--- src/rtl/pi_com_spi.sv ---
// SPI-slave command port: a 4-byte SPI mode-0 frame becomes a bus request to the
// PET arbiter, completion goes back to the host through a 4-phase handshake.
module pi_com_spi (
   input  logic        clk,
   input  logic        reset,
   input  logic        spi_sclk,
   input  logic        spi_cs_n,
   input  logic        spi_rx,
   output logic        spi_tx,
   output logic [16:0] pi_addr,
   output logic [7:0]  pi_data_out,
   input  logic [7:0]  pi_data_in,
   output logic        pi_rw_b,
   input  logic        pi_pending_in,
   output logic        pi_pending_out,
   input  logic        pi_done_in,
   output logic        pi_done_out
);

   typedef enum logic [1:0] {ST_IDLE, ST_PENDING, ST_DONE} state_t;

   // Handshake rule for the host: a frame is only taken while pi_pending_in is high and
   // the port is IDLE; pi_pending_out stays high until pi_done_in, and pi_done_out stays
   // high until the host drops pi_pending_in.

   logic [2:0]  sclk_sync_q, sclk_sync_d;
   logic [2:0]  cs_sync_q, cs_sync_d;
   logic [1:0]  rx_sync_q, rx_sync_d;
   logic [1:0]  pend_sync_q, pend_sync_d;
   logic [2:0]  bit_cnt_q, bit_cnt_d;
   logic [1:0]  byte_cnt_q, byte_cnt_d;
   logic        full_q, full_d;
   logic [6:0]  shift_q, shift_d;
   logic        cmd_rw_q, cmd_rw_d;
   logic        cmd_a16_q, cmd_a16_d;
   logic [7:0]  addr_hi_q, addr_hi_d;
   logic [7:0]  addr_lo_q, addr_lo_d;
   logic [7:0]  tx_sh_q, tx_sh_d;
   logic        spi_tx_q, spi_tx_d;
   state_t      state_q, state_d;
   logic [16:0] addr_q, addr_d;
   logic [7:0]  data_q, data_d;
   logic        rw_q, rw_d;
   logic        pend_out_q, pend_out_d;
   logic        done_out_q, done_out_d;
   logic [7:0]  read_latch_q, read_latch_d;

   logic       sclk_rise, sclk_fall, cs_active, cs_fall, pend_sync, frame_done;
   logic [7:0] frame_data;

   assign sclk_rise  = sclk_sync_q[1] & ~sclk_sync_q[2];
   assign sclk_fall  = ~sclk_sync_q[1] & sclk_sync_q[2];
   assign cs_active  = ~cs_sync_q[1];
   assign cs_fall    = ~cs_sync_q[1] & cs_sync_q[2];
   assign pend_sync  = pend_sync_q[1];
   assign frame_data = {shift_q, rx_sync_q[1]};

   always_comb begin
      sclk_sync_d = {sclk_sync_q[1:0], spi_sclk};
      cs_sync_d   = {cs_sync_q[1:0], spi_cs_n};
      rx_sync_d   = {rx_sync_q[0], spi_rx};
      pend_sync_d = {pend_sync_q[0], pi_pending_in};
      bit_cnt_d   = bit_cnt_q;
      byte_cnt_d  = byte_cnt_q;
      full_d      = full_q;
      shift_d     = shift_q;
      cmd_rw_d    = cmd_rw_q;
      cmd_a16_d   = cmd_a16_q;
      addr_hi_d   = addr_hi_q;
      addr_lo_d   = addr_lo_q;
      tx_sh_d     = tx_sh_q;
      spi_tx_d    = spi_tx_q;
      frame_done  = 1'b0;
      if (!cs_active) begin
         bit_cnt_d  = 3'd0;
         byte_cnt_d = 2'd0;
         full_d     = 1'b0;
         spi_tx_d   = 1'b0;
      end else begin
         // MISO: read_latch is presented during byte 0 only, zeros afterwards
         if (cs_fall) begin
            spi_tx_d = read_latch_q[7];
            tx_sh_d  = {read_latch_q[6:0], 1'b0};
         end else if (sclk_fall) begin
            if (byte_cnt_q == 2'd0 && !full_q) begin
               spi_tx_d = tx_sh_q[7];
               tx_sh_d  = {tx_sh_q[6:0], 1'b0};
            end else begin
               spi_tx_d = 1'b0;
            end
         end
         if (sclk_rise && !full_q) begin
            shift_d   = frame_data[6:0];
            bit_cnt_d = bit_cnt_q + 3'd1;
            if (bit_cnt_q == 3'd7) begin
               case (byte_cnt_q)
                  2'd0: begin
                     cmd_rw_d  = frame_data[7];
                     cmd_a16_d = frame_data[0];
                  end
                  2'd1: addr_hi_d = frame_data;
                  2'd2: addr_lo_d = frame_data;
                  default: begin
                     frame_done = 1'b1;
                     full_d     = 1'b1;
                  end
               endcase
               if (byte_cnt_q != 2'd3) byte_cnt_d = byte_cnt_q + 2'd1;
            end
         end
      end
   end

   always_comb begin
      state_d      = state_q;
      addr_d       = addr_q;
      data_d       = data_q;
      rw_d         = rw_q;
      pend_out_d   = pend_out_q;
      done_out_d   = done_out_q;
      read_latch_d = read_latch_q;
      if (!pend_sync) begin
         // host abort wins over a frame finishing in the same cycle
         state_d    = ST_IDLE;
         pend_out_d = 1'b0;
         done_out_d = 1'b0;
      end else begin
         case (state_q)
            ST_IDLE: begin
               if (frame_done) begin
                  addr_d     = {cmd_a16_q, addr_hi_q, addr_lo_q};
                  rw_d       = cmd_rw_q;
                  data_d     = frame_data;
                  pend_out_d = 1'b1;
                  state_d    = ST_PENDING;
               end
            end
            ST_PENDING: begin
               if (pi_done_in) begin
                  if (rw_q) read_latch_d = pi_data_in;
                  pend_out_d = 1'b0;
                  done_out_d = 1'b1;
                  state_d    = ST_DONE;
               end
            end
            ST_DONE: ;
            default: state_d = ST_IDLE;
         endcase
      end
   end

   always_ff @(posedge clk) begin
      if (reset) begin
         sclk_sync_q  <= 3'b000;
         cs_sync_q    <= 3'b111;
         rx_sync_q    <= 2'b00;
         pend_sync_q  <= 2'b00;
         bit_cnt_q    <= 3'd0;
         byte_cnt_q   <= 2'd0;
         full_q       <= 1'b0;
         shift_q      <= 7'd0;
         cmd_rw_q     <= 1'b1;
         cmd_a16_q    <= 1'b0;
         addr_hi_q    <= 8'd0;
         addr_lo_q    <= 8'd0;
         tx_sh_q      <= 8'd0;
         spi_tx_q     <= 1'b0;
         state_q      <= ST_IDLE;
         addr_q       <= 17'd0;
         data_q       <= 8'd0;
         rw_q         <= 1'b1;
         pend_out_q   <= 1'b0;
         done_out_q   <= 1'b0;
         read_latch_q <= 8'd0;
      end else begin
         sclk_sync_q  <= sclk_sync_d;
         cs_sync_q    <= cs_sync_d;
         rx_sync_q    <= rx_sync_d;
         pend_sync_q  <= pend_sync_d;
         bit_cnt_q    <= bit_cnt_d;
         byte_cnt_q   <= byte_cnt_d;
         full_q       <= full_d;
         shift_q      <= shift_d;
         cmd_rw_q     <= cmd_rw_d;
         cmd_a16_q    <= cmd_a16_d;
         addr_hi_q    <= addr_hi_d;
         addr_lo_q    <= addr_lo_d;
         tx_sh_q      <= tx_sh_d;
         spi_tx_q     <= spi_tx_d;
         state_q      <= state_d;
         addr_q       <= addr_d;
         data_q       <= data_d;
         rw_q         <= rw_d;
         pend_out_q   <= pend_out_d;
         done_out_q   <= done_out_d;
         read_latch_q <= read_latch_d;
      end
   end

   assign spi_tx         = spi_tx_q;
   assign pi_addr        = addr_q;
   assign pi_data_out    = data_q;
   assign pi_rw_b        = rw_q;
   assign pi_pending_out = pend_out_q;
   assign pi_done_out    = done_out_q;

endmodule

--- config.mk ---
export PLATFORM = sky130hd
export DESIGN_NAME = pi_com_spi
export DESIGN_NICKNAME = d
export VERILOG_FILES = /design/src/rtl/pi_com_spi.sv
export SDC_FILE = /design/constraint.sdc
export NUM_CORES = 1
export LEC_CHECK = 0
export ABC_CLOCK_PERIOD_IN_PS = 2200
export CORE_ASPECT_RATIO = 1.1
export CORE_UTILIZATION = 25
export DETAILED_ROUTE_END_ITERATION = 12
export GPL_ROUTABILITY_DRIVEN = 0
export HOLD_SLACK_MARGIN = 0.02
export SLEW_MARGIN = 5
export SYNTH_ARGS = -nofsm -noshare
export SYNTH_HDL_FRONTEND = slang
export SYNTH_SLANG_ARGS = --single-unit
--- constraint.sdc ---
create_clock -name clk -period 2.2 [get_ports clk]
set_clock_uncertainty 0.2 [all_clocks]
set_input_delay 0.44 -clock clk [delete_from_list [all_inputs] [get_ports clk]]
set_output_delay 0.44 -clock clk [all_outputs]
set_load 0.02 [all_outputs]
==> flow_summary.html <==
<table>
<tr><th>Metric</th><th>Value</th></tr>
<tr><th colspan="2">Status</th></tr>
<tr><td>Outcome</td><td>finished clean</td></tr>
<tr><th colspan="2">Cells and area</th></tr>
<tr><td># fillers</td><td>1,278</td></tr>
<tr><td>Count of nets after finishing</td><td>419</td></tr>
<tr><td>Fraction of final layout cells sized beyond drive strength 1</td><td>0.08978</td></tr>
<tr><td>Final core utilization</td><td>0.3334</td></tr>
<tr><td>Diode insertion count for antenna repair</td><td>0</td></tr>
<tr><td>Layout area overhead</td><td>29.18%</td></tr>
<tr><th colspan="2">Synthesis</th></tr>
<tr><td>Net count after synthesis</td><td>375</td></tr>
<tr><td>Main area contributors after synthesis</td><td>sky130_fd_sc_hd__dfxtp_1 (53%), sky130_fd_sc_hd__nand2_1 (9.1%), sky130_fd_sc_hd__mux2i_1 (8.6%)</td></tr>
<tr><td>Basic-gate share of the synthesized area counting and, or, nand and nor cells</td><td>0.2189</td></tr>
<tr><td>Multiplexer area fraction after synthesis</td><td>0.08589</td></tr>
<tr><td>Post-synth design cell area</td><td>0.003263 sq mm</td></tr>
<tr><td>Fraction of registers with async set/reset</td><td>0</td></tr>
<tr><td>Post-Synth Adder-Cell Area</td><td>0.02684</td></tr>
<tr><td>Xor and xnor fraction of the mapped netlist area</td><td>0.005368</td></tr>
<tr><td>Top cell type's share of synthesized area</td><td>0.5337</td></tr>
<tr><td>Synthesized area per cell</td><td>9.244 sq um</td></tr>
<tr><td>List of most frequent post-synthesis cells</td><td>sky130_fd_sc_hd__dfxtp_1 (87), sky130_fd_sc_hd__nand2_1 (79), sky130_fd_sc_hd__nor2_1 (42)</td></tr>
<tr><td>Share of synthesized area occupied by flip-flops and latches</td><td>0.5337</td></tr>
<tr><td>Post-Synthesis Cells</td><td>353</td></tr>
<tr><td>Fraction of the mapped netlist area in compound gates</td><td>0.08781</td></tr>
<tr><td>Post-synthesis sequential element count</td><td>87</td></tr>
<tr><td>Combinational family with the most area after synthesis</td><td>simple AND/OR/NAND/NOR gates</td></tr>
<tr><td>Most used DFF post-synth</td><td>sky130_fd_sc_hd__dfxtp_1</td></tr>
<tr><td>Top-count cell post-synth</td><td>sky130_fd_sc_hd__dfxtp_1</td></tr>
<tr><td>Distinct cell type count after synthesis</td><td>30</td></tr>
<tr><td>Number of warning messages in the yosys log</td><td>0</td></tr>
<tr><td>Cell type with the largest total area after synthesis</td><td>sky130_fd_sc_hd__dfxtp_1</td></tr>
<tr><td>Number of flops mapped to enable cells by yosys</td><td>0</td></tr>
<tr><th colspan="2">Clock tree</th></tr>
<tr><td>Hold-fix buffers at CTS</td><td>0</td></tr>
<tr><td>Root Buffer Master</td><td>sky130_fd_sc_hd__clkbuf_16</td></tr>
<tr><td>Clock Path Buffers</td><td>2</td></tr>
<tr><td>Clk_lat worst skew</td><td>0.34 ns</td></tr>
<tr><td>H-tree Lvls</td><td>3</td></tr>
<tr><td>TritonCTS clock tree</td><td>built</td></tr>
<tr><td>Worst-path clk slew</td><td>0.06 ns</td></tr>
<tr><td>Clock sink count</td><td>87</td></tr>
<tr><td>Number of buffers inserted by post-CTS setup repair</td><td>0</td></tr>
<tr><td>Number of buffers created by CTS</td><td>9</td></tr>
<tr><th colspan="2">Critical path</th></tr>
<tr><td>Setup crit start kind</td><td>flop</td></tr>
<tr><td>Cell seen most often among critical-path stages</td><td>sky130_fd_sc_hd__ha_1</td></tr>
<tr><td>CP endpoint kind</td><td>flop</td></tr>
<tr><td>Worst path top cell family by delay</td><td>simple AND/OR/NAND/NOR gates</td></tr>
<tr><td>CP max stage delay</td><td>0.36 ns</td></tr>
<tr><td>Critical path, cell by cell</td><td>ha_1 &gt; ha_1 &gt; nor4bb_1 &gt; buf_4 &gt; and3_1 &gt; buf_12 &gt; nand2_1 &gt; a21oi_1</td></tr>
<tr><td>R2R setup slack</td><td>0.14 ns</td></tr>
<tr><td>Buffers &amp; Inverters on Critical Path</td><td>2</td></tr>
<tr><td>Required time of the critical path</td><td>2.27 ns</td></tr>
<tr><td>CP max-delay cell</td><td>sky130_fd_sc_hd__dfxtp_1</td></tr>
<tr><td>Arrival time worst endpoint</td><td>2.13 ns</td></tr>
<tr><td>Largest driver fanout on the critical path</td><td>24</td></tr>
<tr><td>Kind of critical path</td><td>flop to flop</td></tr>
<tr><th colspan="2">Run</th></tr>
<tr><td>Total of max-cap violations</td><td>0</td></tr>
<tr><th colspan="2">Floorplanning</th></tr>
<tr><td>Top-level port count</td><td>44</td></tr>
<tr><td>Chip Height</td><td>121.8 um</td></tr>
<tr><td>Placeable Area</td><td>0.01264 sq mm</td></tr>
<tr><td>Number of placement rows</td><td>43</td></tr>
<tr><td>Starting density of the core</td><td>0.2581</td></tr>
<tr><td>Horiz. Die Dim</td><td>110.9 um</td></tr>
<tr><td>Area of the die</td><td>0.01351 sq mm</td></tr>
<tr><th colspan="2">Power and ir drop</th></tr>
<tr><td>Portion of total power attributed to the clock network</td><td>0.487</td></tr>
<tr><td>NetSw</td><td>0.6625 mW</td></tr>
<tr><td>Share of power burned in combinational logic</td><td>0.026</td></tr>
<tr><td>Sequential share of power</td><td>0.487</td></tr>
<tr><td>Worst vdd ir</td><td>0.3218 mV</td></tr>
<tr><td>Switch share</td><td>0.2016</td></tr>
<tr><td>Total internal power</td><td>2.623 mW</td></tr>
<tr><td>Power per cell area</td><td>779.5 mW/mm^2</td></tr>
<tr><td>Leak pwr</td><td>1.568 nW</td></tr>
<tr><th colspan="2">Routing</th></tr>
<tr><td>First-iteration detailed-routing DRC count</td><td>66</td></tr>
<tr><td>Met3 routed wirelength</td><td>200 um</td></tr>
<tr><td>Total length of routed wires</td><td>6662 um</td></tr>
<tr><td>Vias per Instance</td><td>4.283</td></tr>
<tr><td>Met2 layer wire length in the routed design</td><td>3302 um</td></tr>
<tr><td>Router iterations before antenna repair</td><td>4</td></tr>
<tr><td>Top metal layer carrying routed signals</td><td>met4</td></tr>
<tr><td>Post-route DRC violation count</td><td>0</td></tr>
<tr><td>Detailed-route via count</td><td>2,390</td></tr>
<tr><td>Post-route ant nets</td><td>0</td></tr>
<tr><td>Met1 wire length</td><td>2992 um</td></tr>
<tr><td>Average detailed-routed wire length per instance</td><td>11.94 um</td></tr>
<tr><th colspan="2">Timing</th></tr>
<tr><td>Time the worst path needs with I/O delays and setup</td><td>2.057 ns</td></tr>
<tr><td>Transition time at the pin with the least slew margin</td><td>0.5713 ns</td></tr>
<tr><td>Min setup slack post-route</td><td>0.1426 ns</td></tr>
<tr><td>Rel. slew slack</td><td>0.6184</td></tr>
<tr><td>Highest achievable clock rate</td><td>0.4861 GHz</td></tr>
<tr><td>Final period utilization</td><td>0.9352</td></tr>
<tr><td>Final hold slack</td><td>0.2168 ns</td></tr>
<tr><td>Final number of setup-violating endpoints</td><td>0</td></tr>
<tr><td>Setup total negative slack</td><td>0 ns</td></tr>
<tr><td>Number of hold violations in the final report</td><td>0</td></tr>
<tr><td>Max-slew violation total from the final report</td><td>0</td></tr>
<tr><th colspan="2">Place</th></tr>
<tr><td>Hpwl dp</td><td>4561 um</td></tr>
<tr><td>Count of buffers from port buffering</td><td>43</td></tr>
<tr><td>Setup slack after placement</td><td>0.1564 ns</td></tr>
<tr><th colspan="2">Global routing</th></tr>
<tr><td>Number of global-route vias before repair</td><td>2,278</td></tr>
<tr><td>Global-route wire length before repair</td><td>10,980 um</td></tr>
<tr><td>Number of antenna violations at the first check in global routing</td><td>0</td></tr>
<tr><td>GRT Util Overall</td><td>0.1039</td></tr>
<tr><td>Total global routing overflow</td><td>0</td></tr>
<tr><td>Pin count of the biggest net entering global routing</td><td>56</td></tr>
<tr><th colspan="2">Worst hold path</th></tr>
<tr><td>Hold/Removal Path Class</td><td>flop to flop</td></tr>
</table>
per-stage QoR:
stage | power (mW) | instances | area (sq um)
global placement | 1.719 | 543 | 3897
finish | 3.286 | 558 | 4215
floorplan | 1.679 | 353 | 3263
detailed placement | 1.720 | 543 | 3897
global route | 3.404 | 558 | 4215
CTS | 3.330 | 558 | 4209
power by group through the flow:
stage | Sequential (mW) | Clock, mW | Combinational (mW)
final | 1.60 | 1.60 | 0.0853
after global routing | 1.60 | 1.71 | 0.0944
after CTS | 1.60 | 1.65 | 0.0864
after detailed placement | 1.63 | 0 | 0.0860
after global placement | 1.63 | 0 | 0.0847
after floorplan | 1.63 | 0 | 0.0499
routing by layer:
| metal | GRT usage | up-vias |
|---|---|---|
| met5 | 0 | - |
| li1 | - | 1254 |
| met4 | 0.06667 | 0 |
| met3 | 0.02438 | 13 |
| met1 | 0.1145 | 1090 |
| met2 | 0.1809 | 33 |
final timing paths:
check,start,end,cells after the start
worst max-delay path,bit_cnt_q[0],pi_addr[7],8
worst min-delay path,cs_sync_q[0],cs_sync_q[1],1
worst max register to register,bit_cnt_q[0],pi_addr[7],8
worst min register to register,cs_sync_q[0],cs_sync_q[1],1
layout make-up:
cell class | instances | area, sq um | area share
Timing Repair Buffer | 53 | 550.5 | 0.1306
Inverter | 6 | 22.52 | 0.005343
Sequential cell | 87 | 1742 | 0.4132
Tap cell | 157 | 196.4 | 0.04660
Clock buffer | 10 | 229.0 | 0.05432
Multi-Input combinational cell | 240 | 1393 | 0.3304
Clock inverter | 5 | 82.58 | 0.01959
worst reg2reg max path: stages (launching register included):
cell                       delay [ns]
sky130_fd_sc_hd__dfxtp_1         0.36
sky130_fd_sc_hd__ha_1            0.16
sky130_fd_sc_hd__ha_1            0.20
sky130_fd_sc_hd__nor4bb_1        0.28
sky130_fd_sc_hd__buf_4           0.16
sky130_fd_sc_hd__and3_1          0.24
sky130_fd_sc_hd__buf_12          0.18
sky130_fd_sc_hd__nand2_1         0.09
sky130_fd_sc_hd__a21oi_1         0.13
cells by family (layout without fill, tap and decap cells):
family                   after synthesis  after routing
AO/OA/AOI/OAI                         48             48
flip-flops                            87             87
buffers and inverters                 26             74
multiplexers                          28             28
AND/OR/NAND/NOR                      155            155
XOR/XNOR                               2              2
adder cells (fa/ha/maj)                7              7
cell usage in the layout (no fill, tap or decap), types with 2 or more instances in the layout:
cell type | Yosys | final
sky130_fd_sc_hd__a21oi_1 | 35 | 35
sky130_fd_sc_hd__ha_1 | 7 | 7
sky130_fd_sc_hd__nor3_1 | 3 | 3
sky130_fd_sc_hd__clkbuf_16 | 0 | 9
sky130_fd_sc_hd__nand2_1 | 79 | 79
sky130_fd_sc_hd__clkdlybuf4s50_1 | 0 | 42
sky130_fd_sc_hd__nand2b_1 | 6 | 6
sky130_fd_sc_hd__buf_12 | 0 | 4
sky130_fd_sc_hd__bufinv_16 | 0 | 2
sky130_fd_sc_hd__xnor2_1 | 2 | 2
sky130_fd_sc_hd__mux2i_1 | 28 | 28
sky130_fd_sc_hd__or2_2 | 2 | 2
sky130_fd_sc_hd__a21oi_2 | 4 | 4
sky130_fd_sc_hd__inv_1 | 6 | 6
sky130_fd_sc_hd__and3_1 | 2 | 2
sky130_fd_sc_hd__nor2_1 | 42 | 42
sky130_fd_sc_hd__a311oi_1 | 6 | 6
sky130_fd_sc_hd__dfxtp_1 | 87 | 87
sky130_fd_sc_hd__buf_4 | 0 | 6
sky130_fd_sc_hd__nand3b_1 | 5 | 5
sky130_fd_sc_hd__nor2b_1 | 8 | 8
repair_timing:
action                                  in CTS  in global routing
endpoints found under the setup margin       0                  1
resized for setup                            0                  1
endpoints found under the hold margin        0                  0
sequential cells by signal, indices dropped and copies added (netlist names), 3 cells and up:
signal,count
tx_sh_q,7
read_latch_q,8
cs_sync_q,3
addr_hi_q,8
pi_addr,17
sclk_sync_q,3
shift_q,7
addr_lo_q,8
pi_data_out,8
bit_cnt_q,3
(Power assumes the default switching activity.)
